--- src/rtl/fifo_pack_pkg.sv ---
// fifo_pack_pkg: shared types and default geometry for the FIFO word packer.
package fifo_pack_pkg;
  typedef enum logic {S_FILL, S_SEND} state_t;
  localparam int FIFO_WIDTH     = 8;
  localparam int BYTES_PER_WORD = 4;
  localparam int WORD_WIDTH     = FIFO_WIDTH * BYTES_PER_WORD;
endpackage

--- src/rtl/fifo_word_packer.sv ---
// fifo_word_packer: drains FIFO bytes into little-endian words on a valid/ready handshake,
// with flush forcing out a partial word.
module fifo_word_packer #(
  parameter int FIFO_WIDTH     = fifo_pack_pkg::FIFO_WIDTH,
  parameter int BYTES_PER_WORD = fifo_pack_pkg::BYTES_PER_WORD
) (
  input  logic                                   clk,
  input  logic                                   rst_,
  input  logic [FIFO_WIDTH-1:0]                  fifo_data_out,
  input  logic                                   fifo_empty,
  output logic                                   fifo_read,
  input  logic                                   flush,
  output logic [FIFO_WIDTH*BYTES_PER_WORD-1:0]   word_data,
  output logic [$clog2(BYTES_PER_WORD+1)-1:0]    word_bytes,
  output logic                                   word_valid,
  input  logic                                   word_ready
);
  import fifo_pack_pkg::*;
  localparam int CW = $clog2(BYTES_PER_WORD + 1);
  localparam int IW = $clog2(BYTES_PER_WORD);
  localparam logic [CW-1:0] FULL = CW'(BYTES_PER_WORD);
  localparam logic [CW-1:0] LAST = CW'(BYTES_PER_WORD - 1);
  state_t                                    r_state;
  logic [CW-1:0]                             r_issued;
  logic [CW-1:0]                             r_captured;
  logic                                      r_rd_pend;
  logic                                      r_flush_pend;
  logic [BYTES_PER_WORD-1:0][FIFO_WIDTH-1:0] r_lanes;
  logic                                      r_valid;
  logic [CW-1:0]                             r_bytes;
  logic [IW-1:0]                             w_lane;
  // rst_ gates the strobe so no read escapes while reset is asserted
  assign fifo_read  = (r_state == S_FILL) && !fifo_empty && (r_issued < FULL) && !r_flush_pend && rst_;
  assign w_lane     = r_captured[IW-1:0];
  assign word_data  = r_lanes;
  assign word_bytes = r_bytes;
  assign word_valid = r_valid;
  always_ff @(posedge clk or negedge rst_) begin
    if (!rst_) begin
      r_state      <= S_FILL;
      r_issued     <= '0;
      r_captured   <= '0;
      r_rd_pend    <= 1'b0;
      r_flush_pend <= 1'b0;
      r_lanes      <= '0;
      r_valid      <= 1'b0;
      r_bytes      <= '0;
    end else begin
      r_rd_pend <= fifo_read;
      if (r_state == S_FILL) begin
        if (fifo_read) r_issued <= r_issued + 1'b1;
        if (flush && r_issued != '0) r_flush_pend <= 1'b1;
        if (r_rd_pend) begin
          r_lanes[w_lane] <= fifo_data_out;
          r_captured      <= r_captured + 1'b1;
        end
        // a flushed word waits for any in-flight byte before it is sent
        if (r_rd_pend && r_captured == LAST) begin
          r_state <= S_SEND;
          r_valid <= 1'b1;
          r_bytes <= FULL;
        end else if (r_flush_pend && !r_rd_pend) begin
          r_state <= S_SEND;
          r_valid <= 1'b1;
          r_bytes <= r_captured;
        end
      end else if (word_ready) begin
        r_state      <= S_FILL;
        r_issued     <= '0;
        r_captured   <= '0;
        r_flush_pend <= 1'b0;
        r_lanes      <= '0;
        r_valid      <= 1'b0;
        r_bytes      <= '0;
      end
    end
  end
endmodule
--- config.mk ---
export PLATFORM = sky130hd
export DESIGN_NAME = fifo_word_packer
export DESIGN_NICKNAME = d
export VERILOG_FILES = /design/src/rtl/fifo_pack_pkg.sv /design/src/rtl/fifo_word_packer.sv
export SDC_FILE = /design/constraint.sdc
export NUM_CORES = 1
export LEC_CHECK = 0
export ABC_AREA = 1
export CAP_MARGIN = 25
export CORE_UTILIZATION = 55
export DETAILED_ROUTE_END_ITERATION = 12
export DONT_BUFFER_PORTS = 1
export PLACE_DENSITY = 0.69
export SLEW_MARGIN = 10
export SYNTH_ARGS = -nofsm -noshare
export SYNTH_HDL_FRONTEND = slang
export SYNTH_SLANG_ARGS = --single-unit
--- constraint.sdc ---
create_clock -name clk -period 1.45 [get_ports clk]
set_input_delay 0.145 -clock clk [delete_from_list [all_inputs] [get_ports clk]]
set_output_delay 0.145 -clock clk [all_outputs]
set_load 0.01 [all_outputs]
Word level (Yosys, flattened, before mapping)
Cells that the tools add are included.
{"block": "word_totals", "register_bits": 45, "input_bits": 13, "output_inout_bits": 37, "wordCells": 63}
{"block": "op_classes", "addsub": 2, "order_cmp": 3, "n_eq_ne": 2, "muxes": 24, "n_bitwise": 1, "n_reduce_logical": 20}
{"cell": "32-bit 2-to-1 mux", "n": 3}
{"cell": "32-bit bitwise mux", "n": 1}
{"cell": "3-bit 2-to-1 mux", "n": 8}
{"cell": "8-bit demux with 2-bit select", "n": 1}
{"cell": "1-bit 2-to-1 mux", "n": 10}
{"cell": "1-bit logical AND", "n": 8}
{"cell": "8-bit 2-to-1 mux", "n": 1}
{"cell": "2-bit AND reduction", "n": 4}
{"cell": "3-bit by 1-bit adder with 3-bit output (second input constant)", "n": 2}
{"cell": "2-bit nonzero test", "n": 3}
{"cell": "3-bit nonzero test", "n": 2}
{"cell": "3-bit by 2-bit equality test with 1-bit output (second input constant)", "n": 1}
{"cell": "1-bit zero test", "n": 3}
{"cell": "2-bit by 3-bit < comparator with 1-bit output (second input constant)", "n": 1}
{"cell": "3-bit < comparator (second input constant)", "n": 1}
{"cell": "2-bit by 1-bit >= comparator with 1-bit output (second input constant)", "n": 1}
{"cell": "2-bit inequality test (second input constant)", "n": 1}
{"cell": "1-bit inverter", "n": 1}

Depth between registers and ports, before layout
{"block": "depth", "depth_word": 7, "depth_mapped": 7, "ltp_nobuf": 7}

Worst setup path before layout
No wires, ideal clock.
{"block": "synth_path", "path_kind": "reg-to-reg", "from": "register r_captured[0]", "to": "register r_bytes[0] (netlist: word_bytes[0])", "setup_ps": 66, "arrival_ps": 1173, "required_ps": 1384, "slack_ps": 211, "path_stages_with_launch": 8, "n_path_buf": 0, "synth_period_minus_slack_ps": 1239, "path_cell_list": "dfrtp_1 > ha_1 > ha_1 > nand2_1 > nand3_1 > nand2_1 > nand2_1 > nand2_1"}
{"block": "synth_via", "elab_chain_len": 4, "elab_cells_between_ends": 7, "cone_classes": "eq/ne: 1; mux: 3; reduce/logical: 3"}
{"item": "from (decl)", "line_no": "fifo_word_packer.sv:25", "text": "logic [CW-1:0] r_captured;"}
{"item": "from (signal assigned)", "line_no": "fifo_word_packer.sv:55", "text": "r_captured <= r_captured + 1'b1;"}
{"item": "3-bit by 2-bit equality test with 1-bit output", "line_no": "fifo_word_packer.sv:58", "text": "if (r_rd_pend && r_captured == LAST) begin"}
{"item": "1-bit logical AND", "line_no": "fifo_word_packer.sv:58"}
{"item": "3-bit nonzero test (no line) / 3-bit 2-to-1 mux (equally long branches)"}
{"item": "2-bit AND reduction (no line) / 3-bit 2-to-1 mux (equally long branches)"}
{"item": "to (signal assigned)", "line_no": "fifo_word_packer.sv:65", "text": "r_bytes <= r_captured;"}
{"item": "to (decl)", "line_no": "fifo_word_packer.sv:30", "text": "logic [CW-1:0] r_bytes;"}
Several ways; a longest one is shown, not always the timed one. The select of a mux whose other input is x is not followed.
A chain may end at the register's enable or synchronous reset.

Final worst setup path
{"block": "layout_path", "from": "register r_state", "to": "output port fifo_read"}
{"block": "layout_via", "elab_chain_len": 5}
{"item": "from (decl)", "line_no": "fifo_word_packer.sv:23", "text": "state_t r_state;"}
{"item": "from (signal assigned)", "line_no": "fifo_word_packer.sv:40", "text": "r_state <= S_FILL;"}
{"item": "from (signal assigned)", "line_no": "fifo_word_packer.sv:59", "text": "r_state <= S_SEND;"}
{"item": "from (signal assigned)", "line_no": "fifo_word_packer.sv:63", "text": "r_state <= S_SEND;"}
{"item": "1-bit inverter"}
{"item": "1-bit logical AND (4 in a row)", "line_no": "fifo_word_packer.sv:33", "text": "assign fifo_read = (r_state == S_FILL) && !fifo_empty && (r_issued < FULL) && !r_flush_pend && rst_;"}
{"item": "to (decl)", "line_no": "fifo_word_packer.sv:11", "text": "output logic fifo_read,"}
Every way passes these cells.

==> impl_metrics.env <==
export IMPL_outcome="completed"
export IMPL_rows=21
export IMPL_synthTopCellsByArea="dfrtp_1 56%, nand2_1 23%, nor2_4 4.5%"
export IMPL_mappedNetlistArea_sq_mm=0.00202
export IMPL_vias_per_cell=5.27
export IMPL_clock_latency_ns=0.36
export IMPL_syn_inst=230
export IMPL_fin_crit_sh_pct=93.3
export IMPL_grt_usage_pct=22.9
export IMPL_htree_levels=2
export IMPL_critical_path_cell_chain="nor2_1 > nand3_1 > inv_2"
export IMPL_final_max_slew_viol_count=0
export IMPL_synth_top_area_share_pct=55.7
export IMPL_whs_path_depth=2
export IMPL_period_minus_slack_ns=1.35
export IMPL_clk_pin_slew_worst_paths_ns=0.12
export IMPL_synth_distinct_cells=19
export IMPL_diodes=0
export IMPL_final_hold_viol_count=0
export IMPL_setup_viol=0
export IMPL_fin_skew_ns=0.00465
export IMPL_path_class="flip-flop to output pin"
export IMPL_synth_edf_count=0
export IMPL_numClockSinks=45
export IMPL_startpoint_type="flip-flop"
export IMPL_first_pass_iters=4
export IMPL_grt_max_degree=46
export IMPL_grt_pass1_vias=1413
export IMPL_die_x_um=62.6
export IMPL_hp_start="rst_"
export IMPL_yosysSeqAreaShare_pct=55.7
export IMPL_leakage_nw=1.26
export IMPL_fp_dieH_um=62.6
export IMPL_die_area_sq_mm=0.00392
export IMPL_synth_top_flop_cell="dfrtp_1"
export IMPL_slowest_delay_ns=0.46
export IMPL_maxCapViolCount=0
export IMPL_power_density_mw_per_mm2=1560
export IMPL_avgSynthCellArea_sq_um=8.79
export IMPL_intPower_w=0.00206
export IMPL_vdd_drop_max_uv=848
export IMPL_endpoint_kind="output pin"
export IMPL_dp_hpwl_mm=2.88
export IMPL_gp_congestion=0.776
export IMPL_yosysTopAreaCell="dfrtp_1"
export IMPL_postRouteAntennaNets=0
export IMPL_reg2reg_depth=7
export IMPL_synth_commonest_cells="122 x nand2_1, 45 x dfrtp_1, 19 x inv_1"
export IMPL_seqPwrFrac_pct=52.8
export IMPL_start_util_pct=59.2
export IMPL_hold_path_class="primary input to flip-flop"
export IMPL_p_sw_w=0.00139
export IMPL_drt_iter0_drc=113
export IMPL_cp_required_ns=1.31
export IMPL_area_growth_syn_to_layout_pct=9.78
export IMPL_drive_above_1_share_pct=14.0
export IMPL_syn_nets=250
export IMPL_hold_end="r_rd_pend$_DFF_PN0_"
export IMPL_path_max_fanout=6
export IMPL_cp_data_arrival_time_ns=1.21
export IMPL_nets=262
export IMPL_pre_cts_ws_ns=0.115
export IMPL_placed_area_sq_mm=0.00209
export IMPL_r2r_setup_slack_ns=0.1
export IMPL_swShare_pct=40.2
export IMPL_gr_total_overflow=0
export IMPL_ys_warnings_count=0
export IMPL_timing_rr_start="r_captured[0]$_DFFE_PN0P_"
export IMPL_wl_per_cell_um=14.2
export IMPL_crit_slowest_cell="dfrtp_1"
export IMPL_cts_tree="built"
export IMPL_io_buffers=0
export IMPL_grt_first_pass_wirelength_mm=6.81
export IMPL_p_comb_share_pct=30.7
export IMPL_ios=50
export IMPL_cts_root_buf="clkbuf_4"
export IMPL_fp_coreArea_sq_mm=0.00342
export IMPL_finalInstanceArea_sq_mm=0.00222
export IMPL_async_flop_share_pct=100
export IMPL_rr_endpoint="word_bytes[2]$_DFFE_PN0P_"
export IMPL_fmax_mhz=739
export IMPL_antenna_found_initial=0
export IMPL_fin_ws_ns=0.0965
export IMPL_power_frac_clock_pct=16.5
export IMPL_wl_mm=4.10
export IMPL_cts_buffers=5
export IMPL_yosysMostFrequentCell="nand2_1"
export IMPL_vias=1522
export IMPL_clk_path_buf_depth=2
export IMPL_relSlewSlack_pct=76.6
export IMPL_max_slew_worst_pin_slew_ns=0.351
export IMPL_ys_ff_latch=45
export IMPL_drc_errors=0
-- routing by layer --
layer / part of all wire [%] / global-route usage (%) / wire length [um]
met3: 11 / 8.39 / 436
met5: 0 / 0 / 0
met2: 45 / 33.8 / 1860
met4: 1.9 / 8.43 / 76
met1: 42 / 30.8 / 1730
-- critical path: cells and delay by family, from the launching register on --
family,cells,cell delay [ns]
buffers and inverters,1,0.14
flip-flops,1,0.46
AND/OR/NAND/NOR,2,0.25
-- metrics by stage --
| stage | cells | total power, W | setup TNS [ns] | hold WS [ns] | utilization (%) |
|---|---|---|---|---|---|
| floorplan | 230 | 0.00252 | 0 | -0.151 | - |
| global placement | 276 | 0.00273 | 0 | -0.149 | 61.2 |
| detailed placement | 276 | 0.00279 | 0 | -0.149 | 61.2 |
| CTS | 287 | 0.00338 | 0 | 0.0230 | 63.8 |
| global route | 289 | 0.00370 | -0.0407 | 0.0230 | 64.9 |
| finish | 289 | 0.00345 | 0 | 0.0224 | 64.9 |
-- what timing repair did --
action,in CTS,in global routing
buffers inserted,0,2
resized for setup,0,5
setup endpoints to repair,0,9
hold buffers,3,0
endpoints found under the hold margin,46,0
-- registers in the layout (all words and copies together) (netlist names) --
name	flops
r_issued	3
r_captured	3
word_data	32
r_state	1
r_flush_pend	1
r_rd_pend	1
word_bytes	3
word_valid	1
-- final cells by class --
class                           instances  area [sq um]
Sequential cell                        45          1130
Clock inverter                          2          10.0
Timing Repair Buffer                   11           113
Inverter                               20          75.1
Fill cell                             302          1200
Clock buffer                            6          41.3
Tap cell                               46          57.6
Multi-Input combinational cell        159           796
-- power by group through the flow --
| stage | Clock [W] | Sequential [W] | Combinational, W |
|---|---|---|---|
| floorplan | 0 | 0.00177 | 0.000751 |
| global placement | 0 | 0.00183 | 0.000897 |
| detailed placement | 0 | 0.00184 | 0.000945 |
| CTS | 0.000579 | 0.00182 | 0.000982 |
| global route | 0.000632 | 0.00186 | 0.00120 |
| finish | 0.000570 | 0.00182 | 0.00106 |
-- worst max path at each step --
stage / startpoint / end / slack (ns) / cells after the start
floorplan: r_captured[0]$_DFFE_PN0P_ / word_bytes[0]$_DFFE_PN0P_ / 0.21 / 7
global placement: r_captured[0]$_DFFE_PN0P_ / word_bytes[1]$_DFFE_PN0P_ / 0.17 / 7
detailed placement: r_captured[0]$_DFFE_PN0P_ / word_bytes[2]$_DFFE_PN0P_ / 0.11 / 7
CTS: r_state$_DFF_PN0_ / fifo_read / 0.05 / 3
global route: r_captured[0]$_DFFE_PN0P_ / word_bytes[2]$_DFFE_PN0P_ / -0.01 / 7
finish: r_state$_DFF_PN0_ / fifo_read / 0.1 / 3
-- cell usage in the layout, fill, tap and decap left out --
cell,n
inv_2,2
o21ai_0,2
buf_4,7
clkbuf_4,5
nor2_1,3
clkbuf_1,1
nand2_4,2
nor2_4,8
o22ai_1,1
inv_1,18
nand4_1,2
clkinv_2,2
o21ai_1,2
nand2_2,1
a21oi_1,1
o21ai_4,2
o21ai_2,2
nand3_2,1
nand2_1,121
ha_1,7
dlygate4sd3_1,2
nand3_1,4
buf_12,2
dfrtp_1,45
-- cell families after synthesis --
family,Yosys count,synth area share (%)
flops,45,55.7
simple gates,142,30.6
compound gates,10,3.28
fa+ha+maj,7,4.33
buf+inv,26,6.01
Power figures use the tool's default switching activity.
